## config.mk

```make
export PLATFORM = sky130hd
export DESIGN_NAME = dmem_arbiter_flat
export DESIGN_NICKNAME = d
export VERILOG_FILES = /design/src/rtl/cpu_pkg.sv /design/src/rtl/dmem_arbiter_if.sv /design/src/rtl/arb_wait_counter.sv /design/src/rtl/dmem_arbiter.sv /design/src/flat_wrapper.sv
export SDC_FILE = /design/constraint.sdc
export NUM_CORES = 1
export LEC_CHECK = 0
export ABC_CLOCK_PERIOD_IN_PS = 1800
export CAP_MARGIN = 25
export CORE_AREA = 3 3 118 120
export DETAILED_ROUTE_END_ITERATION = 10
export DIE_AREA = 0 0 121 123
export PLACE_DENSITY = 0.66
export SKIP_CTS_REPAIR_TIMING = 1
export SLEW_MARGIN = 5
export SYNTH_ARGS = -nofsm -noshare
export SYNTH_HDL_FRONTEND = slang
export SYNTH_SLANG_ARGS = --single-unit
```

## constraint.sdc

```tcl
create_clock -name Clk -period 1.8 [get_ports Clk]
set_input_delay 0.18 -clock Clk [delete_from_list [all_inputs] [get_ports Clk]]
set_output_delay 0.18 -clock Clk [all_outputs]
set_load 0.01 [all_outputs]
```

## src/rtl/cpu_pkg.sv

```systemverilog
// Shared CPU definitions: memory-op size codes and the data-memory arbiter FSM encoding.
package cpu_pkg;

  localparam logic [1:0] MEMOP_NONE = 2'b00;
  localparam logic [1:0] MEMOP_BYTE = 2'b01;
  localparam logic [1:0] MEMOP_HALF = 2'b10;
  localparam logic [1:0] MEMOP_WORD = 2'b11;

  localparam int ARB_WAIT_W = 4;

  typedef enum logic {
    ARB_S_CPU = 1'b0,
    ARB_S_ACK = 1'b1
  } arb_state_e;

  function automatic logic memop_active(input logic [1:0] re, input logic [1:0] we);
    return (re != MEMOP_NONE) || (we != MEMOP_NONE);
  endfunction

endpackage

```

## src/rtl/dmem_arbiter_if.sv

```systemverilog
// Bus bundle between the pipeline MEM stage, the debug/loader master and DataMemory.
interface dmem_arbiter_if #(
  parameter int ADDR_W = 32,
  parameter int DATA_W = 32
);
  logic [1:0]        cpu_re;
  logic [1:0]        cpu_we;
  logic [ADDR_W-1:0] cpu_addr;
  logic [DATA_W-1:0] cpu_wdata;
  logic [DATA_W-1:0] cpu_rdata;
  logic              cpu_stall;

  logic              dbg_req;
  logic [1:0]        dbg_re;
  logic [1:0]        dbg_we;
  logic [ADDR_W-1:0] dbg_addr;
  logic [DATA_W-1:0] dbg_wdata;
  logic [DATA_W-1:0] dbg_rdata;
  logic              dbg_ack;

  logic [1:0]        mem_re;
  logic [1:0]        mem_we;
  logic [ADDR_W-1:0] mem_addr;
  logic [DATA_W-1:0] mem_wdata;
  logic [DATA_W-1:0] mem_rdata;
  logic              owner_dbg;

  // Arbiter side.
  modport slave (
    input  cpu_re, cpu_we, cpu_addr, cpu_wdata,
    output cpu_rdata, cpu_stall,
    input  dbg_req, dbg_re, dbg_we, dbg_addr, dbg_wdata,
    output dbg_rdata, dbg_ack,
    output mem_re, mem_we, mem_addr, mem_wdata, owner_dbg,
    input  mem_rdata
  );

  // Pipeline / debug master / memory side.
  modport master (
    output cpu_re, cpu_we, cpu_addr, cpu_wdata,
    input  cpu_rdata, cpu_stall,
    output dbg_req, dbg_re, dbg_we, dbg_addr, dbg_wdata,
    input  dbg_rdata, dbg_ack,
    input  mem_re, mem_we, mem_addr, mem_wdata, owner_dbg,
    output mem_rdata
  );
endinterface

```

## src/rtl/arb_wait_counter.sv

```systemverilog
// Saturating starvation counter: clear wins, increments stop at the programmed maximum.
module arb_wait_counter #(
  parameter int W = 4
) (
  input  logic         Clk,
  input  logic         Reset,
  input  logic         clear,
  input  logic         inc,
  input  logic [W-1:0] max,
  output logic [W-1:0] cnt,
  output logic         at_max
);

  assign at_max = (cnt == max);

  always_ff @(posedge Clk or negedge Reset) begin
    if (!Reset) begin
      cnt <= '0;
    end else if (clear) begin
      cnt <= '0;
    end else if (inc && !at_max) begin
      cnt <= cnt + 1'b1;
    end
  end

endmodule

```

## src/rtl/dmem_arbiter.sv

```systemverilog
// Shares the single DataMemory port between the CPU MEM stage (priority) and a debug master,
// with a bounded wait before the debug master is forced in for one stall cycle.
module dmem_arbiter
  import cpu_pkg::*;
#(
  parameter int ADDR_W   = 32,
  parameter int DATA_W   = 32,
  parameter int MAX_WAIT = 4
) (
  input  logic           Clk,
  input  logic           Reset,
  dmem_arbiter_if.slave  bus
);

  localparam logic [ARB_WAIT_W-1:0] WAIT_MAX = ARB_WAIT_W'(MAX_WAIT);

  arb_state_e             state, state_nxt;
  logic                   cpu_req;
  logic                   grant_dbg;
  logic                   in_cpu;
  logic                   wait_clr;
  logic                   wait_inc;
  logic                   at_max;
  logic [ARB_WAIT_W-1:0]  wait_cnt;
  logic [DATA_W-1:0]      dbg_rdata_q;
  logic [1:0]             mem_re_c, mem_we_c;
  logic [ADDR_W-1:0]      mem_addr_c;
  logic [DATA_W-1:0]      mem_wdata_c;

  assign cpu_req = memop_active(bus.cpu_re, bus.cpu_we);
  assign in_cpu  = (state == ARB_S_CPU);

  // Grant is gated by Reset so nothing reaches memory or stalls the pipe while held in reset.
  always_comb begin
    state_nxt = state;
    grant_dbg = 1'b0;
    if (state == ARB_S_CPU) begin
      grant_dbg = Reset & bus.dbg_req & (!cpu_req | at_max);
      if (grant_dbg) state_nxt = ARB_S_ACK;
    end else begin
      state_nxt = ARB_S_CPU;
    end
  end

  always_ff @(posedge Clk or negedge Reset) begin
    if (!Reset) begin
      state       <= ARB_S_CPU;
      dbg_rdata_q <= '0;
    end else begin
      state <= state_nxt;
      if (grant_dbg) dbg_rdata_q <= bus.mem_rdata;
    end
  end

  assign wait_clr = in_cpu & (grant_dbg | !bus.dbg_req);
  assign wait_inc = in_cpu & bus.dbg_req & cpu_req & !grant_dbg;

  arb_wait_counter #(.W(ARB_WAIT_W)) u_wait (
    .Clk    (Clk),
    .Reset  (Reset),
    .clear  (wait_clr),
    .inc    (wait_inc),
    .max    (WAIT_MAX),
    .cnt    (wait_cnt),
    .at_max (at_max)
  );

  always_comb begin
    mem_re_c    = bus.cpu_re;
    mem_we_c    = bus.cpu_we;
    mem_addr_c  = bus.cpu_addr;
    mem_wdata_c = bus.cpu_wdata;
    if (grant_dbg) begin
      mem_re_c    = bus.dbg_re;
      mem_we_c    = bus.dbg_we;
      mem_addr_c  = bus.dbg_addr;
      mem_wdata_c = bus.dbg_wdata;
    end
    if (!Reset) begin
      mem_re_c = MEMOP_NONE;
      mem_we_c = MEMOP_NONE;
    end
  end

  assign bus.mem_re    = mem_re_c;
  assign bus.mem_we    = mem_we_c;
  assign bus.mem_addr  = mem_addr_c;
  assign bus.mem_wdata = mem_wdata_c;
  assign bus.owner_dbg = grant_dbg;
  assign bus.cpu_stall = grant_dbg & cpu_req;
  assign bus.cpu_rdata = bus.mem_rdata;
  assign bus.dbg_ack   = (state == ARB_S_ACK);
  assign bus.dbg_rdata = dbg_rdata_q;

endmodule

```

## src/flat_wrapper.sv

```systemverilog
// flat-port wrapper written by rule: the top's interface ports become plain ports
module dmem_arbiter_flat import cpu_pkg::*;
#(
  parameter int ADDR_W   = 32,
  parameter int DATA_W   = 32,
  parameter int MAX_WAIT = 4
)
  (Clk, Reset, bus_cpu_re, bus_cpu_we, bus_cpu_addr, bus_cpu_wdata, bus_cpu_rdata, bus_cpu_stall, bus_dbg_req, bus_dbg_re, bus_dbg_we, bus_dbg_addr, bus_dbg_wdata, bus_dbg_rdata, bus_dbg_ack, bus_mem_re, bus_mem_we, bus_mem_addr, bus_mem_wdata, bus_owner_dbg, bus_mem_rdata);
  dmem_arbiter_if #(.ADDR_W(ADDR_W), .DATA_W(DATA_W)) bus_i ();
  input  logic Clk;
  input  logic Reset;
  input wire logic [$bits(bus_i.cpu_re)-1:0] bus_cpu_re;
  input wire logic [$bits(bus_i.cpu_we)-1:0] bus_cpu_we;
  input wire logic [$bits(bus_i.cpu_addr)-1:0] bus_cpu_addr;
  input wire logic [$bits(bus_i.cpu_wdata)-1:0] bus_cpu_wdata;
  output wire logic [$bits(bus_i.cpu_rdata)-1:0] bus_cpu_rdata;
  output wire logic [$bits(bus_i.cpu_stall)-1:0] bus_cpu_stall;
  input wire logic [$bits(bus_i.dbg_req)-1:0] bus_dbg_req;
  input wire logic [$bits(bus_i.dbg_re)-1:0] bus_dbg_re;
  input wire logic [$bits(bus_i.dbg_we)-1:0] bus_dbg_we;
  input wire logic [$bits(bus_i.dbg_addr)-1:0] bus_dbg_addr;
  input wire logic [$bits(bus_i.dbg_wdata)-1:0] bus_dbg_wdata;
  output wire logic [$bits(bus_i.dbg_rdata)-1:0] bus_dbg_rdata;
  output wire logic [$bits(bus_i.dbg_ack)-1:0] bus_dbg_ack;
  output wire logic [$bits(bus_i.mem_re)-1:0] bus_mem_re;
  output wire logic [$bits(bus_i.mem_we)-1:0] bus_mem_we;
  output wire logic [$bits(bus_i.mem_addr)-1:0] bus_mem_addr;
  output wire logic [$bits(bus_i.mem_wdata)-1:0] bus_mem_wdata;
  output wire logic [$bits(bus_i.owner_dbg)-1:0] bus_owner_dbg;
  input wire logic [$bits(bus_i.mem_rdata)-1:0] bus_mem_rdata;
  assign bus_i.cpu_re = bus_cpu_re;
  assign bus_i.cpu_we = bus_cpu_we;
  assign bus_i.cpu_addr = bus_cpu_addr;
  assign bus_i.cpu_wdata = bus_cpu_wdata;
  assign bus_cpu_rdata = bus_i.cpu_rdata;
  assign bus_cpu_stall = bus_i.cpu_stall;
  assign bus_i.dbg_req = bus_dbg_req;
  assign bus_i.dbg_re = bus_dbg_re;
  assign bus_i.dbg_we = bus_dbg_we;
  assign bus_i.dbg_addr = bus_dbg_addr;
  assign bus_i.dbg_wdata = bus_dbg_wdata;
  assign bus_dbg_rdata = bus_i.dbg_rdata;
  assign bus_dbg_ack = bus_i.dbg_ack;
  assign bus_mem_re = bus_i.mem_re;
  assign bus_mem_we = bus_i.mem_we;
  assign bus_mem_addr = bus_i.mem_addr;
  assign bus_mem_wdata = bus_i.mem_wdata;
  assign bus_owner_dbg = bus_i.owner_dbg;
  assign bus_i.mem_rdata = bus_mem_rdata;
  dmem_arbiter #(.ADDR_W(ADDR_W), .DATA_W(DATA_W), .MAX_WAIT(MAX_WAIT)) u_core (.Clk(Clk), .Reset(Reset), .bus(bus_i));
endmodule
```

==> results.json, run 1 <==
{
  "status": "finished with violations",
  "violations": "setup timing",
  "drc": 0,
  "sw_frac_of_total_pct": 26.37,
  "cp.arrival_ns": 2.13,
  "synth_top_family_by_area": "multiplexers",
  "fp-row-count": 42,
  "crit_end": "bus_mem_addr[7]",
  "setup_viol": 102,
  "cts.sinks": 37,
  "htreeDepth": 2,
  "crit_start": "u_core.u_wait.cnt[0]$_DFFE_PN0P_",
  "ys_seq_area_share_pct": 34.24,
  "drtAntennaViolNets": 0,
  "power_frac_comb_pct": 47.1,
  "port_buffers": 305,
  "globalplace.congestion": 0.7095,
  "p_sw_mw": 1.003,
  "cts.reportedPaths.clkPinSlew_ns": 0.05,
  "cts_root_buf": "clkbuf_16",
  "layout.nets": 704,
  "avgSynthCellArea_sq_um": 12.35,
  "hold_class": "input port to asynchronous set/reset pin",
  "cts_buffers": 5,
  "vias": 2963,
  "clockBufferDepth": 2,
  "synth_mux_area_share_pct": 44.89,
  "clk_latency_ns": 0.27,
  "grt_max_degree": 57,
  "fmax_ghz": 0.4324,
  "reg2reg_slack_ns": -0.26,
  "slew_headroom_pct": 65.37,
  "synth.cell_area_sq_mm": 0.002704,
  "synth_compound_area_share_pct": 2.823,
  "hpwl_microns": 9120,
  "start_kind": "register",
  "worst_pin_slew_ns": 0.5195,
  "postSynthCellCount": 219,
  "ys_seq_elements": 37,
  "netlist-cell-type-count": 26,
  "wirelength_microns": 12300,
  "p_int_mw": 2.801,
  "reg2reg_to": "u_core.bus.dbg_rdata[28]$_DFFE_PN0P_",
  "syn_nets": 392,
  "core_sq_mm": 0.01309,
  "boundaryPins": 306,
  "drive_gt1_share_pct": 41.43,
  "antennaDiodeCount": 0,
  "rsz0062_at_grt": "yes",
  "power_density_mw_per_mm2": 587.0,
  "wl_per_cell_microns": 17.40,
  "seqPwrFrac_pct": 30.3,
  "ys_warn_count": 0,
  "required_ns": 1.62,
  "hold_viol": 0,
  "place_ws_ns": -0.6621,
  "fp.dieArea_sq_mm": 0.01488,
  "layout_worst_path_cycle_share_pct": 128.5,
  "p_leak_nw": 3.106,
  "grt_usage_pct": 12.88,
  "avgViaCountPerCell": 4.191,
  "synth_xor_area_share_pct": 0,
  "worst_slack_ns": -0.5129,
  "setup_tns_ns": -39.04,
  "antenna_found_initial": 0,
  "synthAdderAreaFrac_pct": 0.9255,
  "cts_tree": "done",
  "initial_core_util_pct": 20.66,
  "grt-ovfl-total": 0,
  "grt_pass1_wl_microns": 15270,
  "max_cap_viol_count": 0,
  "endpoint_kind": "primary output",
  "irDropWorstVdd_uv": 358.1,
  "drt_iter0_drc": 78,
  "p_clk_share_pct": 22.5,
  "finalCriticalPeriod_ns": 2.313,
  "r2r_start": "u_core.u_wait.cnt[0]$_DFFE_PN0P_",
  "critPathKind": "register to primary output",
  "worstRegToRegCells": 10,
  "die_w_microns": 121,
  "dr.pass1.iters": 4,
  "synth-simple-area-share_pct": 3.748,
  "syn_to_final_growth_pct": 139.7,
  "fin_skew_ns": 0.003284,
  "drv_slew": 0,
  "crit_fanout": 6,
  "grt_pass1_vias": 2997,
  "fp.dieH_microns": 123
}
[cells by family (layout without fill, tap and decap cells)]
logic type                 after synthesis  count (layout)
and+or+nand+nor                         16              16
DFF                                     37              37
muxes                                   98              98
adders and majority gates                2               2
AOI/OAI and AO/OA                       12              12
buffers and inverters                   54             366
[power by group through the flow]
| stage | clock, mW | combinational [mW] | sequential (mW) |
|---|---|---|---|
| after floorplan | 0 | 0.479 | 1.27 |
| after global placement | 0 | 1.71 | 1.16 |
| after detailed placement | 0 | 1.73 | 1.17 |
| after CTS | 0.902 | 1.74 | 1.16 |
| after global routing | 0.936 | 1.90 | 1.18 |
| final | 0.857 | 1.79 | 1.15 |
[cells in the final DEF, fill, tap and decap left out, types with 2 or more instances in the layout]
master and n:
buf_2 6, buf_4 21, buf_12 6, nand3_1 4, mux2i_1 2, dfrtp_1 37, mux2_4 58, buf_6 56
o21ai_0 3, mux2_2 38, clkdlybuf4s50_1 233, nand2_1 2, nor2_1 3, clkbuf_2 12, inv_1 8, clkbuf_16 10
inv_2 2, o21ai_1 2, buf_8 2, dlymetal6s2s_1 7
[synthesized netlist by cell type]
cell,number,area [sq um]
o211ai_2,1,12.51
a31oi_1,1,6.260
buf_4,32,240.2
nor2b_1,1,6.260
buf_6,4,45.04
ha_1,2,25.02
mux2i_1,2,20.02
a21oi_1,1,5.000
nor4_4,1,21.27
a22oi_1,1,7.510
o2111ai_1,1,8.760
and3b_1,1,8.760
nand3_1,5,25.02
buf_1,1,3.750
buf_2,7,35.03
or2_2,1,6.260
nand3b_1,1,7.510
o22ai_1,1,6.260
nand2_1,2,7.510
o21ai_0,6,30.03
nor3b_1,1,7.510
inv_1,10,37.54
nor2_1,3,11.26
mux2_2,66,743.2
dfrtp_1,37,925.9
mux2_4,30,450.4
[layout make-up]
cell class | instances | area, sq um
fillers | 1144 | 6605
flip-flops and latches | 37 | 925.9
well taps | 176 | 220.2
clock buffers | 7 | 142.6
repair buffers | 349 | 3601
inverters | 10 | 37.54
multi-input cells | 128 | 1553
[layer usage]
layer  vias to the layer above  track usage (%)  wire, microns
met3                         8            4.666           1190
met2                       183            24.45           6586
met1                      1406            13.99           4440
met5                         -                0              0
met4                         0            1.841             87
li1                       1366                -              -
[worst min-delay path by stage]
| stage | from | to | slack [ns] | cells past startpoint |
|---|---|---|---|---|
| final | Reset | u_core.u_wait.cnt[2]$_DFFE_PN0P_ | 0.24 | 3 |
| after global routing | Reset | u_core.u_wait.cnt[2]$_DFFE_PN0P_ | 0.31 | 3 |
| after CTS | Reset | u_core.u_wait.cnt[2]$_DFFE_PN0P_ | 0.28 | 3 |
| after detailed placement | u_core.bus.dbg_rdata[11]$_DFFE_PN0P_ | u_core.bus.dbg_rdata[11]$_DFFE_PN0P_ | 0.49 | 1 |
| after global placement | u_core.bus.dbg_rdata[26]$_DFFE_PN0P_ | u_core.bus.dbg_rdata[26]$_DFFE_PN0P_ | 0.49 | 1 |
| after floorplan | Reset | u_core.bus.dbg_ack$_DFF_PN0_ | -0.12 | 0 |
[through the flow]
stage | total power, mW | instance area, sq um | hold slack [ns] | instances | util (%)
final | 3.804 | 6480 | 0.2359 | 707 | 49.52
after global routing | 4.020 | 6480 | 0.3117 | 707 | 49.52
after CTS | 3.797 | 5959 | 0.2795 | 680 | 45.54
after detailed placement | 2.902 | 5817 | 0.4924 | 673 | 44.45
after global placement | 2.870 | 5817 | 0.4887 | 673 | 44.45
after floorplan | 1.746 | 2731 | -0.1156 | 219 | -
[worst max-delay path, cell delays in order, from the launching register on]
cell,delay [ns]
dfrtp_1,0.37
inv_2,0.06
ha_4,0.16
and3b_2,0.22
o211ai_4,0.18
buf_12,0.15
buf_4,0.13
buf_6,0.13
mux2_4,0.29
dlymetal6s2s_1,0.17
[sequential cells by signal, summed over array words and instances, names as in the netlist]
signal	flops
u_core.bus.dbg_rdata	32
u_core.u_wait.cnt	4
u_core.bus.dbg_ack	1
No activity file was read; power rests on OpenSTA's default activity.
==> run 2, diff against run 1 <==
- SLEW_MARGIN: 5 -> 20
==> results of run 2 <==
Final layout, timing and power as in run 1 (identical DEF).
==> run 3, diff against run 2 <==
- ABC_CLOCK_PERIOD_IN_PS: 1800 -> 2770
- CORE_AREA: 3 3 118 120 -> 2 2 120 122
- CTS_CLUSTER_SIZE: default -> 25
- DIE_AREA: 0 0 121 123 -> 0 0 122 124
- PLACE_DENSITY: 0.66 -> default
- clock period: 1.8 -> 2.77 ns (I/O delays scaled with it)
==> results.json, run 3 (synthesis results as in run 1) <==
{
  "setup_tns_ns": 0,
  "setup_viol": 0,
  "cp.arrival_ns": 2.40,
  "status": "complete, no violations",
  "fin_skew_ns": 0.005849,
  "p_total_mw": 2.566,
  "max_cap_viol_count": 0,
  "place_ws_ns": 0.08635,
  "layout.nets": 674,
  "fp-row-count": 43,
  "endpoint_kind": "primary output",
  "largest_reg_flops": 32,
  "die_w_microns": 122,
  "grt_max_degree": 48,
  "dr.pass1.iters": 3,
  "grt-ovfl-total": 0,
  "max_stage_delay_ns": 0.36,
  "worstPathCellList": "inv_1, ha_1, and3b_2, o211ai_4, buf_12, buf_6, clkbuf_16, mux2_2, dlymetal6s2s_1",
  "drv_slew": 0,
  "clockBufferDepth": 2,
  "power_density_mw_per_mm2": 412.3,
  "top_usage_layer": "met2",
  "p_int_mw": 1.930,
  "cts_buffers": 5,
  "cts.reportedPaths.clkPinSlew_ns": 0.06,
  "cts.sinks": 37,
  "fmax_ghz": 0.3729,
  "final_common_cell": "clkdlybuf4s50_1",
  "required_ns": 2.49,
  "hold_viol": 0,
  "fin_area_sq_mm": 0.006223,
  "hpwl_microns": 9661,
  "cts_tree": "done",
  "antenna_found_initial": 0,
  "p_sw_mw": 0.6359,
  "fp.dieH_microns": 124,
  "fp.dieArea_sq_mm": 0.01513,
  "reg2reg_slack_ns": 0.56,
  "finalNonFillerCells": 682,
  "fin_util_pct": 45.36,
  "core_sq_mm": 0.01372,
  "drc": 0,
  "worst_slack_ns": 0.08855,
  "power_frac_comb_pct": 42.4,
  "hold_class": "input port to asynchronous set/reset pin",
  "antennaDiodeCount": 0,
  "grt.met1_usage_pct": 15.93,
  "grt_usage_pct": 13.44,
  "multi_input_area_sq_mm": 0.001426,
  "avgViaCountPerCell": 4.101,
  "critPathBufInv": 5,
  "htreeDepth": 2,
  "initial_core_util_pct": 19.71,
  "use_met2_pct": 23.88,
  "fillCellCount": 1264,
  "drive_gt1_share_pct": 24.50,
  "drt_iter0_drc": 48,
  "p_leak_nw": 3.254,
  "cpMaxStageDelayCell": "dfrtp_1",
  "boundaryPins": 306,
  "port_buffers": 305,
  "cp_top_family": "buffers and inverters",
  "sw_frac_of_total_pct": 24.78,
  "layout_worst_path_cycle_share_pct": 96.80,
  "final_cell_mix": "235 x clkdlybuf4s50_1, 69 x dlymetal6s2s_1, 66 x mux2_2",
  "wirelength_microns": 12100,
  "p_clk_share_pct": 28.3,
  "seqCellArea_sq_um": 925.9,
  "worst_hold_slack_ns": 0.1296,
  "grt_pass1_vias": 2886,
  "drtAntennaViolNets": 0,
  "dpl.cell_count": 668,
  "wl_per_cell_microns": 17.75,
  "worst_pin_slew_ns": 0.3721,
  "finalCriticalPeriod_ns": 2.681,
  "seqPwrFrac_pct": 29.3,
  "grtUsageMet3_pct": 4.579,
  "cts_root_buf": "clkbuf_16",
  "syn_to_final_growth_pct": 130.2,
  "critPathKind": "register to primary output",
  "start_kind": "register",
  "grt_pass1_wl_microns": 15760,
  "vias": 2797,
  "globalplace.congestion": 0.7542,
  "crit_fanout": 12,
  "irDropWorstVdd_uv": 295.4,
  "slew_headroom_pct": 75.19,
  "placed_area_sq_mm": 0.005747,
  "clk_latency_ns": 0.28
}
==> run 3: cell types whose count changed in the layout (fill, tap and decap cells not counted), sizes merged <==
cell	previous run	this run
dlymetal6s2s	7	69
clkdlybuf4s50	233	235
bufinv	0	2
clkbuf	24	7
clkinv	0	1
buf	92	13
==> run 3: metal layers <==
metal  part of all wire [%]  vias up
met5                      0        -
met4                   0.50        0
met3                    9.8        6
met2                     52      163
met1                     38     1314
li1                       -     1314
==> run 3: worst paths after layout <==
path | startpoint | end | cells after the start
max in group asynchronous | Reset | u_core.bus.dbg_ack$_DFF_PN0_ | 3
setup reg to reg | u_core.u_wait.cnt[1]$_DFFE_PN0P_ | u_core.bus.dbg_rdata[31]$_DFFE_PN0P_ | 8
hold reg to reg | u_core.bus.dbg_rdata[13]$_DFFE_PN0P_ | u_core.bus.dbg_rdata[13]$_DFFE_PN0P_ | 1
hold / removal | Reset | u_core.bus.dbg_rdata[5]$_DFFE_PN0P_ | 2
min in group Clk | u_core.bus.dbg_rdata[13]$_DFFE_PN0P_ | u_core.bus.dbg_rdata[13]$_DFFE_PN0P_ | 1
setup / recovery | u_core.u_wait.cnt[1]$_DFFE_PN0P_ | bus_mem_wdata[3] | 9
==> run 3: worst reg2reg max path: stages (launching register included) <==
cell and delay [ns]:
dfrtp_1 0.36, inv_1 0.07, ha_1 0.20, and3b_2 0.25, o211ai_4 0.30, buf_12 0.16
clkbuf_16 0.18, buf_4 0.22, mux2_2 0.36
==> run 3: area by class of cell <==
cell class / count / area share, %
repair buffers: 319 / 54.93
multi-input cells: 128 / 22.92
flip-flops and latches: 37 / 14.88
well taps: 180 / 3.619
clock buffers: 5 / 2.010
inverters: 10 / 0.6031
clock inverters: 3 / 1.045
==> run 3: power by group through the flow <==
| stage | logic (mW) | clock network [mW] | registers (mW) |
|---|---|---|---|
| 6_report | 1.09 | 0.726 | 0.753 |
| 5_1_grt | 1.15 | 0.784 | 0.770 |
| 4_1_cts | 1.11 | 0.757 | 0.756 |
| 3_5_place_dp | 1.10 | 0 | 0.763 |
| 3_3_place_gp | 1.10 | 0 | 0.756 |
| 2_1_floorplan | 0.308 | 0 | 0.823 |
